$ cat config.mk
export PLATFORM = sky130hd
export DESIGN_NAME = address_gen
export DESIGN_NICKNAME = d
export VERILOG_FILES = /design/src/rtl/address_gen_pkg.sv /design/src/rtl/address_gen_loop_counter.sv /design/src/rtl/address_gen.sv
export SDC_FILE = /design/constraint.sdc
export NUM_CORES = 1
export LEC_CHECK = 0
export ABC_AREA = 0
export CAP_MARGIN = 5
export CORE_ASPECT_RATIO = 2
export CORE_MARGIN = 2
export CORE_UTILIZATION = 50
export DETAILED_ROUTE_END_ITERATION = 16
export GPL_ROUTABILITY_DRIVEN = 0
export PLACE_DENSITY = 0.86
export SYNTH_ARGS = -nofsm -noshare
export SYNTH_HDL_FRONTEND = slang
export SYNTH_HIERARCHICAL = 1
export SYNTH_SLANG_ARGS = --single-unit
$ cat constraint.sdc
create_clock -name clk -period 3.6 [get_ports clk]
set_clock_uncertainty 0.05 [all_clocks]
set_input_delay 0.54 -clock clk [delete_from_list [all_inputs] [get_ports clk]]
set_output_delay 0.54 -clock clk [all_outputs]
set_load 0.01 [all_outputs]
$ cat src/rtl/address_gen_pkg.sv
// Shared definitions for the address generator: FSM state encoding.
package address_gen_pkg;

    typedef enum logic [1:0] {
        ST_IDLE  = 2'd0,
        ST_DELAY = 2'd1,
        ST_RUN   = 2'd2
    } state_t;

endpackage

$ cat src/rtl/address_gen_loop_counter.sv
// Inner/outer loop counter pair; advances on en and flags the last inner
// step and the last step of the whole sequence.
module addr_loop_counter
    import address_gen_pkg::*;
#(
    parameter int PERIOD_W = 16
) (
    input  logic                clk,
    input  logic                rst,
    input  logic                clear,
    input  logic                en,
    input  logic [PERIOD_W-1:0] per,
    input  logic [PERIOD_W-1:0] iter,
    output logic                last_inner,
    output logic                last_all
);

    logic [PERIOD_W-1:0] inner;
    logic [PERIOD_W-1:0] outer;

    assign last_inner = (inner == per - PERIOD_W'(1));
    assign last_all   = last_inner && (outer == iter - PERIOD_W'(1));

    always_ff @(posedge clk) begin
        if (rst || clear) begin
            inner <= '0;
            outer <= '0;
        end else if (en) begin
            if (last_inner) begin
                inner <= '0;
                outer <= outer + PERIOD_W'(1);
            end else begin
                inner <= inner + PERIOD_W'(1);
            end
        end
    end

endmodule

$ cat src/rtl/address_gen.sv
// Two-level strided address generator with valid/ready output handshake.
// Optional start delay enabled by defining ADDRESS_GEN_DELAY_EN.
module address_gen
    import address_gen_pkg::*;
#(
    parameter int ADDR_W   = 32,
    parameter int PERIOD_W = 16
) (
    input  logic                clk,
    input  logic                rst,
    input  logic                run,
    input  logic [ADDR_W-1:0]   start_addr,
    input  logic [ADDR_W-1:0]   incr,
    input  logic [ADDR_W-1:0]   shift,
    input  logic [PERIOD_W-1:0] per,
    input  logic [PERIOD_W-1:0] iter,
    input  logic [PERIOD_W-1:0] delay,
    output logic                gen_valid,
    input  logic                gen_ready,
    output logic [ADDR_W-1:0]   gen_addr,
    output logic                busy,
    output logic                done
);

    state_t              state, state_next;
    logic [ADDR_W-1:0]   incr_q, shift_q, line_base, addr_q;
    logic [PERIOD_W-1:0] per_q, iter_q;
    logic                valid_q, done_q, done_next;
    logic                load, hs, empty, last_inner, last_all;

`ifdef ADDRESS_GEN_DELAY_EN
    logic [PERIOD_W-1:0] dcnt;
`else
    logic                unused_delay;
    assign unused_delay = ^delay;
`endif

    assign hs    = valid_q & gen_ready;
    assign empty = (per == '0) || (iter == '0);

    addr_loop_counter #(.PERIOD_W(PERIOD_W)) u_loop (
        .clk        (clk),
        .rst        (rst),
        .clear      (load),
        .en         (hs),
        .per        (per_q),
        .iter       (iter_q),
        .last_inner (last_inner),
        .last_all   (last_all)
    );

    always_ff @(posedge clk) begin
        if (rst) state <= ST_IDLE;
        else     state <= state_next;
    end

    always_comb begin
        state_next = state;
        load       = 1'b0;
        done_next  = 1'b0;
        case (state)
            ST_IDLE: begin
                if (run) begin
                    if (empty) begin
                        done_next = 1'b1;
                    end else begin
                        load = 1'b1;
`ifdef ADDRESS_GEN_DELAY_EN
                        state_next = (delay != '0) ? ST_DELAY : ST_RUN;
`else
                        state_next = ST_RUN;
`endif
                    end
                end
            end
`ifdef ADDRESS_GEN_DELAY_EN
            ST_DELAY: begin
                if (dcnt == '0) state_next = ST_RUN;
            end
`endif
            ST_RUN: begin
                if (hs && last_all) begin
                    state_next = ST_IDLE;
                    done_next  = 1'b1;
                end
            end
            default: state_next = ST_IDLE;
        endcase
    end

    // gen_valid is registered from the next state so it tracks RUN exactly.
    always_ff @(posedge clk) begin
        if (rst) begin
            valid_q   <= 1'b0;
            done_q    <= 1'b0;
            incr_q    <= '0;
            shift_q   <= '0;
            per_q     <= '0;
            iter_q    <= '0;
            line_base <= '0;
            addr_q    <= '0;
`ifdef ADDRESS_GEN_DELAY_EN
            dcnt      <= '0;
`endif
        end else begin
            valid_q <= (state_next == ST_RUN);
            done_q  <= done_next;
            if (load) begin
                incr_q    <= incr;
                shift_q   <= shift;
                per_q     <= per;
                iter_q    <= iter;
                line_base <= start_addr;
                addr_q    <= start_addr;
`ifdef ADDRESS_GEN_DELAY_EN
                dcnt      <= delay - PERIOD_W'(1);
`endif
            end else if (hs) begin
                if (last_inner) begin
                    line_base <= line_base + shift_q;
                    addr_q    <= line_base + shift_q;
                end else begin
                    addr_q    <= addr_q + incr_q;
                end
            end
`ifdef ADDRESS_GEN_DELAY_EN
            else if (state == ST_DELAY) begin
                dcnt <= dcnt - PERIOD_W'(1);
            end
`endif
        end
    end

    assign gen_valid = valid_q;
    assign gen_addr  = addr_q;
    assign done      = done_q;
    assign busy      = (state != ST_IDLE);

endmodule

=== Word level (Yosys, flattened, before mapping) ===
Cells that the tools add are included.

* Flip-flop bits (word level): 196
* Bits of input ports: 148
* Output and inout port bits: 35
* Word-level logic and storage cells: 52

* $add $sub $neg: 6
* Eq/ne operators: 4
* Muxes and demuxes: 18
* Bitwise gates (word level): 1
* Reductions and logical operators: 12

{| class="wikitable"
|+ Operators with widths
! operator !! number
|-
| $mux 32 || 6
|-
| $add 32x32->32 || 2
|-
| $add 16x1->16 const B || 2
|-
| $eq 16x16->1 || 2
|-
| $logic_not 16->1 || 2
|-
| $sub 16x1->16 const B || 2
|-
| $mux 16 || 1
|-
| $mux 1 || 6
|-
| $mux 2 || 3
|-
| $reduce_bool 2->1 || 3
|-
| $eq 2x2->1 const B || 2
|-
| $pmux 2 s2 || 1
|-
| $reduce_and 2->1 || 2
|-
| $logic_and 1x1->1 || 2
|-
| $logic_not 2->1 || 1
|-
| $logic_or 1x1->1 || 2
|-
| $pmux 1 s2 || 1
|-
| $and 1x1->1 || 1
|}

=== Depth between registers and ports, before layout ===
Gate-level depths: netlist of run 1.

* Depth in word-level cells: 7
* Gate-level depth with buffers: 17
* Mapped depth without buffers: 13

=== Modules after synthesis ===
The synthesis of run 1 kept the hierarchy.

{| class="wikitable"
|+ By module, submodules not included
! module !! instances !! cells an instance !! area an instance (µm²) !! sequential area each (µm²)
|-
| address_gen || 1 || 1,260 || 9,640.5 || 3,283.1
|-
| addr_loop_counter || 1 || 332 || 2,588.7 || 640.6
|}

=== Worst setup path before layout of run 1 ===
Ideal clock, no wire load.

* Path type: register to register
* From: reg per_q[2]
* To: reg addr_q[0], in the netlist gen_addr[0]
* Setup time: 0.132 ns
* Data arrival time: 3.467 ns
* Required time: 3.418 ns
* Slack: -0.049 ns
* Cell stages (with the launch flop): 16
* Path buffers: 5
* Clock period less this slack: 3.649 ns
* Path through: dfxtp_1 -> or4_1 -> clkbuf_2 -> or4b_2 -> mux2i_1 -> mux2i_1 -> nand4_1 -> buf_2 -> buf_2 -> inv_1 -> clkbuf_1 -> buf_1 -> mux2i_1 -> nand2_1 -> o211ai_1 -> a21oi_1

* Word-level cells in the longest chain between the ends: 5

{| class="wikitable"
|+ Ends and longest elaborated chain
! element !! RTL line !! source
|-
| start, declared || address_gen.sv:27 || <nowiki>logic [PERIOD_W-1:0] per_q, iter_q;</nowiki>
|-
| start signal, assigned || address_gen.sv:111 || <nowiki>per_q <= per;</nowiki>
|-
| $sub 16x1->16 || address_gen_loop_counter.sv:21 || <nowiki>assign last_inner = (inner == per - PERIOD_W'(1));</nowiki>
|-
| $eq 16x16->1 || address_gen_loop_counter.sv:21 ||
|-
| via last_inner || address_gen.sv:29 || <nowiki>logic load, hs, empty, last_inner, last_all;</nowiki>
|-
| $mux 32 || address_gen.sv:119 || <nowiki>if (last_inner) begin</nowiki>
|-
| $mux 32 || address_gen.sv:118 || <nowiki>end else if (hs) begin</nowiki>
|-
| $mux 32 || address_gen.sv:108 || <nowiki>if (load) begin</nowiki>
|-
| end signal, assigned || address_gen.sv:114 || <nowiki>addr_q <= start_addr;</nowiki>
|-
| end signal, assigned || address_gen.sv:121 || <nowiki>addr_q <= line_base + shift_q;</nowiki>
|-
| end signal, assigned || address_gen.sv:123 || <nowiki>addr_q <= addr_q + incr_q;</nowiki>
|-
| end, declared || address_gen.sv:26 || <nowiki>logic [ADDR_W-1:0] incr_q, shift_q, line_base, addr_q;</nowiki>
|}

The timed path passes the listed nets, and every way through them passes these cells. The select of a mux whose other input is x is not followed.
A chain may end at the register's enable or synchronous reset.

=== Worst setup path after layout of run 1 ===
* From: reg per_q[2]
* To: reg addr_q[29], in the netlist gen_addr[29]

Same word-level chain as after synthesis.

==> impl_metrics.ini, run 1 <==
[run_status]
outcome = finished, final reports clean

[critical_path]
arrival_ns = 3.81
worstSetupEndpointType = register
crit_type = register to register
cp_slowest_cell = or4b_2
worstPathRequired_ns = 3.93
crit_path_cell_trace = or4_1 > or4b_2 > mux2i_1 > mux2i_1 > nand4_1 > clkinvlp_4 > buf_4 > nor2_1 > nand2_1 > a21o_1 > o31ai_1
crit_top_cell = mux2i_1
critPathMaxStageDelay_ns = 0.73
start_kind = register
crit_fanout = 7

[drt]
post_drt_wl_per_cell_um = 16.73
vias_per_cell = 5.993
route.antenna.remaining_nets = 0
drc = 0
first_pass_iters = 5
wl_mm = 33.97
via_count = 12170
drtIter0Drc = 1064

[cts]
clock_sinks = 196
insertion_delay_ns = 0.46
clkTransAtPathRegs_ns = 0.08
h-tree-depth = 4
cts_root_buf = clkbuf_16
numCtsBuffers = 17
clockBufferDepth = 2
cts_tree = built

[die]
fp.dieH_um = 225.2
die_area_um2 = 25800
die_x_um = 114.6
core_um2 = 24220
io_pins = 183
initial_core_util = 0.5049
rows = 81

[yosys]
synth_top_cells_by_count = nand2_1, a21oi_1, dfxtp_1
netlist_instances = 1592
synth-xor-area-share = 0.07776
yosysMostFrequentCell = nand2_1
synth_simple_gate_area_share = 0.2278
ys_seq_area_frac = 0.3209
ys.flop_type = dfxtp_1
yosys.area.top_type_share = 0.3209
synth_area_leaders = dfxtp_1, nand2_1, a21oi_1
synthMuxAreaShare = 0.01484
synth.ff_latch_count = 196
synth_top_family_by_area = compound AO/OA/AOI/OAI gates
yosys.area.top_type = dfxtp_1
synthAdderAreaFrac = 0.07080
synth.distinct_cells = 92
synth-compound-area-share = 0.2488
post_synth.cell_area_avg_um2 = 7.682
async_flop_share = 0
ys_warn_count = 6
netlist_area_um2 = 12230
synth-edff-count = 0
synth_nets = 1808

[pwr]
cellPowerDensity_nw_per_um2 = 366.3
sw_frac_of_total = 0.2945
internal_power_w = 0.003842
switchingPower_w = 0.001604
clkPwrFrac = 0.369
pwr-share-seq = 0.434
comb_power_share = 0.197
vdd_ir_drop_max_uv = 312.0
leakage_nw = 5.780
p_total_w = 0.005446

[placed_design]
post-dp-hpwl_mm = 24.78
io_buffer_count = 166

[final_layout]
diodes = 0
final_nets = 1943
area_growth_pct = 21.58
fillers = 2063
drive_above_1_share = 0.06322

[timing]
hold_violations = 0
drv_slew = 0
finalSetupViolCount = 0
worstMarginPinSlew_ns = 0.9006
setup-tns-final_ns = 0
period_minus_slack_ns = 3.484
finalCritPeriodShare = 0.9678
maxClockFrequency_ghz = 0.2870
relSlewSlack = 0.3911
rsz0062_at_grt = no

[grt]
grt_pass1_wl_mm = 55.77
grt_pass1_vias = 11500
antenna_found_initial = 1
overflow = 0
track_usage = 0.2645
grt_max_degree = 64

[run]
max_cap_violations = 0

[worst_hold_path]
hp-class = register to register
## critical path: cells and delay by family (launching register included)
kind,cells,cell delay (ns)
compound gates,2,0.26
simple gates,5,2.04
buf+inv,2,0.39
flops,1,0.31
mux,2,0.34
## placed cells by master (no fill, tap or decap), drive strengths merged, types with 11 or more instances in the layout
master and n:
nand4 25, a21o 27, nand3 30, nor4 17, nor2 90, xor2 49, buf 42, clkbuf 19
ha 66, nand2 331, a211oi 14, o21ai 52, clkdlybuf4s50 165, o31ai 20, or4 18, mux2i 11
dfxtp 196, nor3 23, and3 15, o211ai 25, inv 31, a21oi 239, o21bai 18, a31oi 14
xnor2 57
## cells by family (layout without fill, tap and decap cells)
| group | Yosys count | in the layout |
|---|---|---|
| and+or+nand+nor | 606 | 606 |
| muxes | 16 | 16 |
| DFF | 196 | 196 |
| buffers and inverters | 118 | 266 |
| xor gates and xnor gates | 107 | 107 |
| adders and majority gates | 68 | 68 |
| AOI/OAI and AO/OA | 480 | 480 |
| other | 1 | 1 |
## path summary, 6_finish.rpt
check             startpoint      endpoint  slack [ns]  cells past startpoint
setup / recovery    per_q[2]  gen_addr[29]        0.12                     11
hold / removal      state[0]          done        0.38                      1
setup reg to reg    per_q[2]  gen_addr[29]        0.12                     11
hold reg to reg     state[0]          done        0.38                      1
## routing by layer
metal | track usage | part of all wire | wire, um
met1 | 0.3677 | 0.45 | 15260
met2 | 0.4092 | 0.45 | 15380
met3 | 0.04653 | 0.074 | 2523
met4 | 0.09599 | 0.023 | 794
met5 | 0 | 0.00038 | 13
## flip-flops by register name, indices dropped and copies added, names as in the netlist, 16 cells and up
name	cells
gen_addr	32
incr_q	32
iter_q	16
line_base	32
per_q	16
shift_q	32
u_loop/inner	16
u_loop/outer	16
## area by class of cell
type                       count  area, um^2  area share
clock inverter                13       165.2     0.01111
tap                          290       362.8     0.02440
sequential                   196        3924      0.2639
clock buffer                  19       442.9     0.02979
timing repair buffer         207        2017      0.1357
inverter                      27       107.6    0.007237
multi-input combinational   1278        7849      0.5279
## per-stage QoR
step	hold WS, ns	instance area [um^2]	std cells	setup slack [ns]	utilization
after CTS	0.3876	14840	2028	0.06362	0.6125
after detailed placement	0.3808	14230	1996	0.1128	0.5874
after global placement	0.3763	14230	1996	0.1559	0.5874
final	0.3848	14870	2030	0.1158	0.6138
after global routing	0.4098	14870	2030	0.04103	0.6138
after floorplan	0.3568	12230	1592	0.04204	-
## power by group through the flow
stage | Combinational (W) | Sequential, W | Clock [W]
floorplan | 0.000656 | 0.00239 | 0
global placement | 0.00103 | 0.00241 | 0
detailed placement | 0.00105 | 0.00241 | 0
CTS | 0.00106 | 0.00236 | 0.00203
global route | 0.00117 | 0.00238 | 0.00213
finish | 0.00107 | 0.00236 | 0.00201
## repair_timing
action	CTS	global route
buffers inserted	0	2
setup endpoints to repair	0	25
gates resized for setup	0	5
hold buffers	0	0
(Power assumes the default switching activity.)
==> inputs of run 2 (changes only) <==
Settings changed: CORE_UTILIZATION 50 to 51, CTS_BUF_LIST set to sky130_fd_sc_hd__clkbuf_8, PLACE_DENSITY 0.86 to 0.87.
==> run 2 against run 1 <==
Worst hold slack better by 0.0061 ns. Power down 12%. Final cell count down 0.34%. Setup slack better by 0.071 ns. Via count up 3.0%. Largest cell class unchanged.
==> impl_metrics.ini, run 2 (synthesis results as in run 1) <==
[run_status]
outcome = finished, final reports clean

[die]
initial_core_util = 0.5155
rows = 80
io_pins = 183
fp.dieH_um = 223.0
die_x_um = 113.5
core_um2 = 23720
die_area_um2 = 25310

[drt]
vias_per_cell = 6.193
post_drt_wl_per_cell_um = 18.94
route.antenna.remaining_nets = 0
wl_mm = 38.32
drtIter0Drc = 672
via_count = 12530
drc = 0
first_pass_iters = 7

[final_layout]
area_growth_pct = 19.45
diodes = 0
drive_above_1_share = 0.06221
final_nets = 1942
fin_util = 0.6158
layout_common_cells = nand2_1, a21oi_1, dfxtp_1
layout_commonest_cell = nand2_1
fin_cells = 2023

[run]
max_cap_violations = 0

[timing]
finalSetupViolCount = 0
maxClockFrequency_ghz = 0.2929
hold_violations = 0
setup-tns-final_ns = 0
hold-worst-slack_ns = 0.3909
rsz0062_at_grt = no
relSlewSlack = 0.2988
finalCritPeriodShare = 0.9482
worstMarginPinSlew_ns = 1.037
drv_slew = 0
period_minus_slack_ns = 3.414

[critical_path]
cp-endpoint = state[1]
crit_start = per_q[2]
worstSetupEndpointType = register
worstReg2RegStart = per_q[2]
crit_fanout = 27
r2r_end = state[1]
reg2regPathDepth = 13
r2r_slack_ns = 0.19
start_kind = register
arrival_ns = 3.74
worstPathRequired_ns = 3.92
crit_type = register to register

[pwr]
p_total_w = 0.004779
vdd_ir_drop_max_uv = 262.6
cellPowerDensity_nw_per_um2 = 327.2
leakage_nw = 5.664

[cts]
h-tree-depth = 4
cts_tree = built
numCtsBuffers = 17
cts_root_buf = clkbuf_8
insertion_delay_ns = 0.50
clockBufferDepth = 2
clock_sinks = 196
clkTransAtPathRegs_ns = 0.10

[placed_design]
io_buffer_count = 166
post-dp-hpwl_mm = 28.99
numPlacedInstances = 1994

[grt]
overflow = 0
grt_max_degree = 118
antenna_found_initial = 0
track_usage = 0.3015
grt_pass1_wl_mm = 60.20
grt_pass1_vias = 12370

[worst_hold_path]
hp-class = primary input to register
-- run 2: cell types whose count changed in the layout (fill, tap and decap cells not counted), moves of 2 or more --
cell       before  now
clkinv_2        0    3
inv_8           5    0
buf_4          38   36
clkbuf_8        1   20
bufinv_16       2    0
clkbuf_16      17    0
-- run 2: cell type report --
cell class	instances	area (um^2)
Clock inverter	9	58.81
Timing Repair Buffer	206	2022
Clock buffer	20	275.3
Sequential cell	196	3924
Tap cell	287	359.1
Inverter	27	103.9
Fill cell	2040	9115
Multi-Input combinational cell	1278	7865
-- run 2: stage by stage --
| stage | instance area [um^2] | setup slack, ns |
|---|---|---|
| finish | 14610 | 0.1864 |
| detailed placement | 14240 | -0.1544 |
| global placement | 14240 | -0.004190 |
| global route | 14610 | 0.02854 |
| CTS | 14590 | 0.05855 |
| floorplan | 12230 | 0.04204 |
-- run 2: power breakdown --
group	internal, W	total [W]	switching [W]
Clock	0.000517	0.00129	0.000769
Sequential	0.00227	0.00238	0.000114
Combinational	0.000505	0.00111	0.000607
-- run 2: per-layer routing --
| metal | vias up | GRT usage | share of wire |
|---|---|---|---|
| li1 | 5978 | - | - |
| met1 | 5829 | 0.2832 | 0.33 |
| met2 | 518 | 0.5409 | 0.52 |
| met3 | 203 | 0.06248 | 0.057 |
| met4 | 0 | 0.2612 | 0.098 |
| met5 | - | 0 | 0 |
-- run 2: worst min-delay path by stage --
stage                     startpoint            end  slack, ns  cells past startpoint
after global placement      state[0]           done       0.38                      1
after CTS                        rst  line_base[16]       0.37                      2
after floorplan             state[0]           done       0.36                      1
final                            rst  line_base[16]       0.39                      2
after global routing             rst     iter_q[10]       0.40                      2
after detailed placement    state[0]           done       0.39                      1
-- run 2: critical path: stages (launching register included) --
cell and delay, ns:
dfxtp_1 0.32, or4_1 0.55, buf_4 0.18, o21ai_2 0.17, or4b_1 0.47, a32oi_1 0.23
nand4_1 0.20, buf_4 0.23, buf_4 0.22, a2111oi_2 0.27, buf_4 0.18, nand2_1 0.05
nand3b_1 0.12, a21oi_1 0.07
-- run 2: timing repair --
item	CTS	global route
cloned	0	0
gates resized for setup	3	5
setup buffers	0	0
hold buffers	0	0
endpoints found under the setup margin	3	20
pin swaps	0	0
